[config.mk]
export PLATFORM = sky130hd
export DESIGN_NAME = idli_seq_ctrl_m
export DESIGN_NICKNAME = d
export VERILOG_FILES = /design/src/rtl/idli_pkg.sv /design/src/rtl/idli_beat_ctr_m.sv /design/src/rtl/idli_seq_ctrl_m.sv
export SDC_FILE = /design/constraint.sdc
export NUM_CORES = 1
export LEC_CHECK = 0
export CAP_MARGIN = 20
export CORE_AREA = 2 2 39 41
export CTS_BUF_LIST = sky130_fd_sc_hd__clkbuf_2
export DETAILED_ROUTE_END_ITERATION = 10
export DIE_AREA = 0 0 41 43
export PLACE_DENSITY = 0.65
export REMOVE_ABC_BUFFERS = 1
export SLEW_MARGIN = 20
export SYNTH_ARGS = -nofsm -noshare
export SYNTH_HDL_FRONTEND = slang
export SYNTH_SLANG_ARGS = --single-unit
[constraint.sdc]
create_clock -name i_seq_gck -period 1.9 [get_ports i_seq_gck]
set_clock_uncertainty 0.2 [all_clocks]
set_input_delay 0.38 -clock i_seq_gck [delete_from_list [all_inputs] [get_ports i_seq_gck]]
set_output_delay 0.38 -clock i_seq_gck [all_outputs]
set_load 0.01 [all_outputs]
[src/rtl/idli_pkg.sv]
// Shared types and helpers for the idli serial core control blocks.
package idli_pkg;

  // Slot-level sequencer states.
  typedef enum logic [1:0] {
    REDIR_ISSUE,
    REDIR_WAIT,
    STEADY,
    STALL
  } seq_state_t;

  // Default number of bits processed per cycle.
  localparam int IDLI_SER_W = 4;

  // Number of serial beats needed to cover one operand.
  function automatic int beats(input int data_w, input int ser_w);
    return data_w / ser_w;
  endfunction

endpackage

[src/rtl/idli_beat_ctr_m.sv]
// Wrap-at-N beat counter with first/last beat flags.
// N need not be a power of two; the wrap is explicit.
module idli_beat_ctr_m #(
  parameter int N = 4,
  parameter int W = (N > 1) ? $clog2(N) : 1
) (
  input  logic         i_clk,
  input  logic         i_rst,
  output logic [W-1:0] o_ctr,
  output logic         o_first,
  output logic         o_last
);

  localparam logic [W-1:0] LAST_VAL = W'(N - 1);

  logic [W-1:0] ctr_q;
  logic [W-1:0] ctr_d;

  if (N < 2) begin : g_chk_n
    $error("idli_beat_ctr_m: N must be at least 2");
  end

  // Next beat: advance by one, returning to zero after the last beat.
  always_comb begin
    ctr_d = (ctr_q == LAST_VAL) ? '0 : ctr_q + W'(1);
  end

  // Beat register, cleared by reset.
  always_ff @(posedge i_clk) begin
    if (i_rst) begin
      ctr_q <= '0;
    end else begin
      ctr_q <= ctr_d;
    end
  end

  assign o_ctr   = ctr_q;
  assign o_first = (ctr_q == '0);
  assign o_last  = (ctr_q == LAST_VAL);

endmodule

[src/rtl/idli_seq_ctrl_m.sv]
// Core sequencer: serial beat counter, redirect issue/wait sequencing,
// execute-driven redirects and stalls. Every slot-level decision is taken
// on the last beat of a slot; outputs depend on registered state only.
//
// Handshake note: i_seq_redirect is a one-cycle pulse that is always
// accepted (it is latched in pend_q until the next slot boundary acts on
// it); i_seq_stall is a level that is only looked at on slot boundaries.
module idli_seq_ctrl_m
  import idli_pkg::*;
#(
  parameter int DATA_W        = 16,
  parameter int SER_W         = IDLI_SER_W,
  parameter int REDIRECT_WAIT = 3,
  localparam int BEATS        = beats(DATA_W, SER_W),
  localparam int CTR_W        = (BEATS > 1) ? $clog2(BEATS) : 1
) (
  input  logic             i_seq_gck,
  input  logic             i_seq_rst,
  input  logic             i_seq_redirect,
  input  logic             i_seq_stall,
  output logic [CTR_W-1:0] o_seq_ctr,
  output logic             o_seq_ctr_first_cycle,
  output logic             o_seq_ctr_last_cycle,
  output logic             o_seq_sqi_redirect,
  output logic             o_seq_dcd_enc_vld,
  output logic             o_seq_busy,
  output seq_state_t       o_seq_state
);

  localparam int WAIT_W = (REDIRECT_WAIT > 1) ? $clog2(REDIRECT_WAIT) : 1;
  // Value loaded on leaving the issue slot; the wait slot with wait_q==0 is the last one.
  localparam logic [WAIT_W-1:0] WAIT_LOAD =
    WAIT_W'((REDIRECT_WAIT > 0) ? REDIRECT_WAIT - 1 : 0);

  if (DATA_W % SER_W != 0) begin : g_chk_div
    $error("idli_seq_ctrl_m: DATA_W must be a multiple of SER_W");
  end
  if (BEATS < 2) begin : g_chk_beats
    $error("idli_seq_ctrl_m: DATA_W/SER_W must be at least 2");
  end

  seq_state_t        state_q;
  seq_state_t        state_d;
  logic [WAIT_W-1:0] wait_q;
  logic [WAIT_W-1:0] wait_d;
  logic              pend_q;
  logic              pend_d;
  logic              redir_now;
  logic              slot_last;
  logic              sqi_redirect_q;
  logic              enc_vld_q;
  logic              busy_q;

  idli_beat_ctr_m #(
    .N (BEATS),
    .W (CTR_W)
  ) u_beat_ctr (
    .i_clk   (i_seq_gck),
    .i_rst   (i_seq_rst),
    .o_ctr   (o_seq_ctr),
    .o_first (o_seq_ctr_first_cycle),
    .o_last  (slot_last)
  );

  // Slot-boundary state transitions and redirect bookkeeping.
  always_comb begin
    state_d   = state_q;
    wait_d    = wait_q;
    redir_now = pend_q | i_seq_redirect;
    if (slot_last) begin
      unique case (state_q)
        REDIR_ISSUE: begin
          if (REDIRECT_WAIT == 0) begin
            state_d = STEADY;
          end else begin
            state_d = REDIR_WAIT;
            wait_d  = WAIT_LOAD;
          end
        end
        REDIR_WAIT: begin
          if (redir_now) begin
            state_d = REDIR_ISSUE;
          end else if (wait_q == '0) begin
            state_d = STEADY;
          end else begin
            wait_d = wait_q - WAIT_W'(1);
          end
        end
        STEADY: begin
          if (redir_now) begin
            state_d = REDIR_ISSUE;
          end else if (i_seq_stall) begin
            state_d = STALL;
          end
        end
        STALL: begin
          if (redir_now) begin
            state_d = REDIR_ISSUE;
          end else if (!i_seq_stall) begin
            state_d = STEADY;
          end
        end
      endcase
    end
    // A new pulse always wins, so one landing on the boundary is kept for later.
    if (i_seq_redirect) begin
      pend_d = 1'b1;
    end else if (slot_last && state_d == REDIR_ISSUE) begin
      pend_d = 1'b0;
    end else begin
      pend_d = pend_q;
    end
  end

  // State, wait counter, pending redirect and decoded output flops.
  always_ff @(posedge i_seq_gck) begin
    if (i_seq_rst) begin
      state_q        <= REDIR_ISSUE;
      wait_q         <= '0;
      pend_q         <= 1'b0;
      sqi_redirect_q <= 1'b1;
      enc_vld_q      <= 1'b0;
      busy_q         <= 1'b1;
    end else begin
      state_q        <= state_d;
      wait_q         <= wait_d;
      pend_q         <= pend_d;
      sqi_redirect_q <= (state_d == REDIR_ISSUE);
      enc_vld_q      <= (state_d == STEADY);
      busy_q         <= (state_d != STEADY);
    end
  end

  assign o_seq_ctr_last_cycle = slot_last;
  assign o_seq_sqi_redirect   = sqi_redirect_q;
  assign o_seq_dcd_enc_vld    = enc_vld_q;
  assign o_seq_busy           = busy_q;
  assign o_seq_state          = state_q;

endmodule

* Yosys cells after proc, flatten, opt, wreduce, memory -nomap -nowiden *
Cells that the tools add are included.

cells by class
  muxes and demuxes = 13
  bitwise operators = 1
  add/sub/neg operators = 2
  reductions and logical operators = 9
  eq/ne operators = 8

operators by type and width
  operator                                              count
  2-to-1 mux 2 bit                                      9
  equality test 2 bit (second input constant)           4
  zero test 2 bit                                       4
  one-hot mux 2 bit (4 select lines)                    1
  != test 2 bit (second input constant)                 3
  one-hot mux 2 bit (2 select lines)                    1
  AND reduction 4 bit                                   1
  nonzero test 2 bit                                    2
  adder 2 x 1 -> 2 bit (second input constant)          1
  equality test 2 x 1 -> 1 bit (second input constant)  1
  2-to-1 mux 1 bit                                      2
  OR reduction 2 bit                                    1
  subtractor 2 x 1 -> 2 bit (second input constant)     1
  logical AND 1 bit                                     1
  bitwise OR 1 bit                                      1

word-level totals
  bits of input ports = 4
  output and inout bits = 9
  bits in registers = 10

* Depth between registers and ports, before layout *
Gate-level depths: netlist (run 1).

  depth in word-level cells = 9
  depth in mapped cells = 5

* Cells and area by module *
A second synthesis (run 1) with hierarchy kept.

second synthesis, totals
  cell total of the unflattened synthesis = 53
  area, all modules = 490.5 µm²

modules (own cells, without submodules)
  module           seq. area each (µm²)  instances  cells an instance  area an instance (µm²)
  idli_seq_ctrl_m  160.2                 1          45                 395.4
  idli_beat_ctr_m  40.0                  1          8                  95.1

* Worst setup path after synthesis (run 1) *
OpenSTA, ideal clock, no wires.

  kind = reg2reg
  start point = register u_beat_ctr.ctr_q[0] (netlist: u_beat_ctr.o_ctr[0])
  end point = register enc_vld_q (netlist: o_seq_dcd_enc_vld)
  slack = 0.363 ns
  data required time = 1.641 ns
  data arrival time = 1.278 ns
  cell stages (with the launch flop) = 6
  library setup time = 0.059 ns
  buffers on the path = 1
  cells stage by stage = dfxtp_1 ha_1 buf_6 o21a_2 nor4_2 and2_1

on the way
  cells in the longest elaborated chain, start to end = 3

ends and longest elaborated chain
  item                            line                    RTL
  start: declaration              idli_beat_ctr_m.sv:16   logic [W-1:0] ctr_q;
  start signal: assignment        idli_beat_ctr_m.sv:33   ctr_q <= ctr_d;
  equality test 2 bit             idli_beat_ctr_m.sv:39   assign o_last = (ctr_q == LAST_VAL);
  named net o_seq_ctr_last_cycle  idli_seq_ctrl_m.sv:23   output logic o_seq_ctr_last_cycle,
  2-to-1 mux 2 bit                idli_seq_ctrl_m.sv:70   if (slot_last) begin
  equality test 2 bit             idli_seq_ctrl_m.sv:129  enc_vld_q <= (state_d == STEADY);
  end signal: assignment          idli_seq_ctrl_m.sv:129
  end: declaration                idli_seq_ctrl_m.sv:51   logic enc_vld_q;

The timed path passes the listed nets, and every way through them passes these cells.
A chain may end at the register's enable or synchronous reset.

* Worst setup path in the final report (run 1) *
  start point = register u_beat_ctr.ctr_q[1] (netlist: u_beat_ctr.o_ctr[1])
  end point = output port o_seq_ctr[1]

RTL lines
  item              line                   RTL
  end: declaration  idli_seq_ctrl_m.sv:21  output logic [CTR_W-1:0] o_seq_ctr,

No word-level cell between the ends.

==> results of run 1 <==
==> cells in the final DEF (no fill, tap or decap), types with 2 or more instances in the layout <==
cell and n:
nand2_1 2, clkbuf_2 3, ha_1 3, a31oi_1 2
nor2b_1 2, nand3_1 2, nor2_1 2, buf_4 4
a41oi_1 2, dlygate4sd2_1 2, dfxtp_1 9, nor3_1 3
nand2b_1 2, clkdlybuf4s50_1 10, inv_1 5, a21oi_1 3
==> sequential cells by signal, indices dropped and copies added, names as in the netlist <==
name,flops
o_seq_state,2
u_beat_ctr.o_ctr,2
o_seq_sqi_redirect,1
pend_q,1
wait_q,2
o_seq_dcd_enc_vld,1
o_seq_busy,1
==> power by group through the flow <==
stage | clock network (uW) | registers, uW | logic (uW)
2_1_floorplan | 0 | 244 | 39.9
3_3_place_gp | 0 | 236 | 99.4
3_5_place_dp | 0 | 237 | 102
4_1_cts | 126 | 233 | 97.8
5_1_grt | 133 | 234 | 107
6_report | 119 | 232 | 97.1
==> final timing paths <==
| kind | startpoint | to | slack, ns | depth (start not counted) |
|---|---|---|---|---|
| worst min register to register | u_beat_ctr.o_ctr[0] | u_beat_ctr.o_ctr[0] | 0.24 | 1 |
| worst min-delay path | u_beat_ctr.o_ctr[0] | u_beat_ctr.o_ctr[0] | 0.24 | 1 |
| worst max-delay path | u_beat_ctr.o_ctr[1] | o_seq_ctr[1] | 0.17 | 1 |
| worst max register to register | u_beat_ctr.o_ctr[0] | o_seq_dcd_enc_vld | 0.33 | 5 |
==> cell usage after synthesis <==
cell type and number:
nand2_1 2, o21a_1 1, o21ai_0 1, dfxtp_1 10, inv_1 5, ha_1 3
a41oi_1 2, nor4_2 1, a21oi_1 3, nand3b_1 1, o21ai_1 1, and2_1 1
buf_6 1, nor2_1 2, buf_2 2, o311ai_1 1, nor2b_1 2, or3_1 1
o22ai_1 1, nor3_1 3, nand4_1 1, clkbuf_1 1, nand3_1 2, a31oi_1 2
o21a_2 1, nor3b_1 1, nand2b_1 2
==> cell type report <==
type | count | area, sq um
multi-input cells | 35 | 235.2
repair buffers | 16 | 147.6
well taps | 16 | 20.02
inverters | 5 | 18.77
clock inverters | 1 | 3.754
clock buffers | 3 | 15.01
flip-flops and latches | 10 | 201.4
fillers | 135 | 742.0
==> logic make-up after synthesis <==
family | synth area share, %
adders and majority gates | 7.834
DFF | 41.78
AOI/OAI and AO/OA | 18.02
and+or+nand+nor | 23.24
buffers and inverters | 9.138
==> metrics by stage <==
step | power [uW] | worst slack [ns] | hold slack (ns)
after global placement | 335.6 | 0.09723 | 0.2488
after global routing | 474.8 | 0.09313 | 0.2586
after detailed placement | 338.6 | 0.07203 | 0.2545
after CTS | 456.4 | 0.1491 | 0.2450
final | 448.5 | 0.1679 | 0.2432
after floorplan | 284.1 | 0.3595 | 0.2404
==> per-layer routing <==
| metal | GRT usage, % | share of wire (%) | wire [microns] |
|---|---|---|---|
| met1 | 17.92 | 48 | 489 |
| met3 | 3.665 | 5.5 | 56 |
| met4 | 10.00 | 1.4 | 14 |
| met2 | 15.63 | 45 | 461 |
| met5 | 0 | 0 | 0 |
==> impl_metrics.json, run 1 <==
{
  "p_switching_uw": 127.7,
  "critical_path.max_stage_delay_ns": 0.54,
  "path_max_fanout": 3,
  "setup_violations": 0,
  "rsz0062_at_grt": "no",
  "dp_hpwl_microns": 784.7,
  "netlist.top_cell.by_area": "dfxtp_1",
  "num_rows": 14,
  "relSlewSlack_pct": 82.62,
  "outcome": "complete, no violations",
  "synth_seq_area_share_pct": 41.78,
  "start_util_pct": 34.63,
  "grt_max_degree": 13,
  "cts_setup_buffers": 0,
  "vias": 432,
  "syn_to_final_growth_pct": 33.94,
  "cp_num_buf_inv": 1,
  "grt_pass1_wl_microns": 1490,
  "antenna_found_initial": 0,
  "peakVddDrop_mv": 0.2988,
  "critPathKind": "flop to output pin",
  "post-route-period-util_pct": 91.16,
  "gp_congestion": 0.7991,
  "synthesis.area_sq_um": 479.2,
  "drc": 0,
  "netlist.area_leader.share_pct": 41.78,
  "p_sw_share_pct": 28.46,
  "cts_sinks": 10,
  "drt-vias-per-instance": 5.023,
  "cts_hold_buf": 0,
  "path_cells": "clkdlybuf4s50_1",
  "antenna_left": 0,
  "crit_arrival_ns": 1.15,
  "startpoint_type": "flop",
  "p_comb_share_pct": 21.6,
  "max-clock-path-buffers": 2,
  "dp.cells": 82,
  "max_clock_freq_ghz": 0.5773,
  "grt_use_total_pct": 12.80,
  "crit_slowest_cell": "clkdlybuf4s50_1",
  "clk_latency_ns": 0.25,
  "p_seq_share_pct": 51.8,
  "utilization_pct": 46.38,
  "synthTopCellsByArea": "dfxtp_1 (42%), ha_1 (7.8%), inv_1 (3.9%)",
  "die_h_microns": 43,
  "finalHoldViolCount": 0,
  "cts_inserted_buffers": 3,
  "drt_wl_total_microns": 1022,
  "num_antenna_cells": 0,
  "synth_cells": 54,
  "drive_gt1_share_pct": 14.29,
  "first_iter_violations": 10,
  "clkPwrFrac_pct": 26.5,
  "grt_pass1_vias": 355,
  "port_buffers": 12,
  "io_pins": 13,
  "die_area_sq_mm": 0.001763,
  "wl_per_cell_microns": 11.88,
  "p_int_uw": 320.8,
  "cp_top_family": "buffers and inverters",
  "nNetsFinal": 78,
  "powerDensity_mw_per_mm2": 698.8,
  "synth.avg_cell_area_sq_um": 8.874,
  "cts_root_buffer": "clkbuf_2",
  "gr-total-overflow": 0,
  "p_leak_uw": 0.0002455,
  "ys_ff_latch": 10,
  "cts_resized": 3,
  "hold_class": "flop to flop",
  "end_kind": "output pin",
  "core_sq_mm": 0.001384,
  "fin_tns_setup_ns": 0,
  "drt_first_pass_iters": 4,
  "max_slew.worst_pin.slew_ns": 0.2585,
  "drv_slew": 0,
  "h-tree-depth": 1,
  "cts_tree": "built",
  "ys_types": 27,
  "path_clk_slew_ns": 0.10,
  "required_ns": 1.32,
  "max-cap-violations": 0,
  "place_area_sq_um": 624.3,
  "finalInstanceArea_sq_um": 641.9,
  "final_cells": 86,
  "fin_crit_ns": 1.732,
  "ys_warn_count": 0,
  "die_w_microns": 41
}
Note: power is estimated with default switching activity, not from simulation.
==> run 2, diff against run 1 <==
Settings changed: CORE_AREA 2 2 39 41 to 4 4 41 43, DIE_AREA 0 0 41 43 to 0 0 45 47.
==> run 2 against run 1 <==
Net effect: final cell count fell by 1.2%; count of clock-buffer cells in the layout did not move; power fell by 0.58%; critical path type unchanged; global-route usage fell by 2.7 points; largest cell class unchanged; worst setup slack barely moved; die area rose by 20%; register-to-register slack barely moved; fmax barely moved; sequential power barely moved; sequential cell count did not move; wire length fell by 13%.
==> impl_metrics.json, run 2 (same netlist as run 1, synthesis figures left out) <==
{
  "relSlewSlack_pct": 81.70,
  "setup_violations": 0,
  "cts_setup_buffers": 0,
  "h-tree-depth": 1,
  "finalWorstSetupSlack_ns": 0.1682,
  "hold_start": "u_beat_ctr.o_ctr[0]",
  "max-clock-path-buffers": 2,
  "antenna_left": 0,
  "outcome": "complete, no violations",
  "wl_per_cell_microns": 10.51,
  "required_ns": 1.32,
  "first_iter_violations": 4,
  "finalHoldViolCount": 0,
  "fin_tns_setup_ns": 0,
  "place_ws_ns": 0.07461,
  "die_area_sq_mm": 0.002115,
  "die_h_microns": 47,
  "r2r_slack_ns": 0.32,
  "path_cells": "clkdlybuf4s50_1",
  "grt_max_degree": 13,
  "port_buffers": 12,
  "layout_common_cells": "clkdlybuf4s50_1 (10), dfxtp_1 (9), inv_1 (5)",
  "cp_top_family": "buffers and inverters",
  "max_slew.worst_pin.slew_ns": 0.2722,
  "crit_arrival_ns": 1.15,
  "critPathKind": "flop to output pin",
  "drive_gt1_share_pct": 14.29,
  "fin_crit_ns": 1.732,
  "max-cap-violations": 0,
  "grt_pass1_wl_microns": 1476,
  "drt-vias-per-instance": 5.129,
  "max_clock_freq_ghz": 0.5774,
  "antenna_found_initial": 0,
  "end_kind": "output pin",
  "cts_sinks": 10,
  "startpoint_type": "flop",
  "cts_tree": "built",
  "io_pins": 13,
  "num_antenna_cells": 0,
  "dp_hpwl_microns": 688.4,
  "peakVddDrop_mv": 0.4067,
  "grt_use_total_pct": 10.15,
  "crit_slowest_cell": "clkdlybuf4s50_1",
  "drv_slew": 0,
  "critical_path.max_stage_delay_ns": 0.54,
  "syn_to_final_growth_pct": 33.68,
  "cp-startpoint": "u_beat_ctr.o_ctr[1]",
  "vias": 436,
  "gr-total-overflow": 0,
  "start_util_pct": 36.83,
  "num_rows": 13,
  "final_common_cell": "clkdlybuf4s50_1",
  "powerDensity_mw_per_mm2": 696.1,
  "post-route-period-util_pct": 91.15,
  "die_w_microns": 45,
  "drt_wl_total_microns": 893,
  "drc": 0,
  "reg2reg_from": "u_beat_ctr.o_ctr[0]",
  "core_sq_mm": 0.001301,
  "gp_congestion": 0.7272,
  "drt_first_pass_iters": 3,
  "rsz0062_at_grt": "no",
  "path_clk_slew_ns": 0.10,
  "hold_class": "flop to flop",
  "grt_pass1_vias": 370,
  "path_max_fanout": 3,
  "nNetsFinal": 78,
  "p_leak_uw": 0.0002455,
  "cts_root_buffer": "clkbuf_2",
  "cts_inserted_buffers": 3,
  "cp_num_buf_inv": 1,
  "clk_latency_ns": 0.25
}
run 2: cell counts in the layout (fill, tap and decap cells not counted):
No cell type changed its count.
run 2: what timing repair did:
| item | CTS | global route |
|---|---|---|
| hold buffers | 0 | 0 |
| setup endpoints to repair | 2 | 0 |
| resized for setup | 3 | 0 |
run 2: per-layer routing:
metal,up-vias,wire length [microns],global-route usage (%)
li1,223,-,-
met1,199,411,11.26
met2,12,393,15.54
met3,2,75,5.747
met4,0,12,5.263
met5,-,0,0
run 2: per-stage QoR:
stage / utilization, % / hold WS, ns / instances / cell area [sq um] / power, uW
final: 49.23 / 0.2440 / 85 / 640.6 / 445.9
after global routing: 49.23 / 0.2631 / 85 / 640.6 / 482.3
after CTS: 49.23 / 0.2470 / 85 / 640.6 / 454.9
after detailed placement: 47.88 / 0.2539 / 81 / 623.1 / 336.9
after global placement: 47.88 / 0.2506 / 81 / 623.1 / 335.8
after floorplan: - / 0.2404 / 50 / 454.2 / 284.1
run 2: worst paths after layout:
check | to | cells past startpoint
worst min-delay path | u_beat_ctr.o_ctr[0] | 1
worst min register to register | u_beat_ctr.o_ctr[0] | 1
worst max-delay path | o_seq_ctr[1] | 1
worst max register to register | o_seq_dcd_enc_vld | 5
run 2: power breakdown:
group	internal [uW]	switching, uW
clock	45.7	72.7
combinational	51.4	43.9
sequential	224	8.45
total	321	125
run 2: final cells by class:
type                       instances  area [sq um]
inverter                           5         18.77
tap                               15         18.77
clock buffer                       3         15.01
timing repair buffer              16         147.6
sequential                        10         201.4
multi-input combinational         35         235.2
fill                             141         660.6
clock inverter                     1         3.754
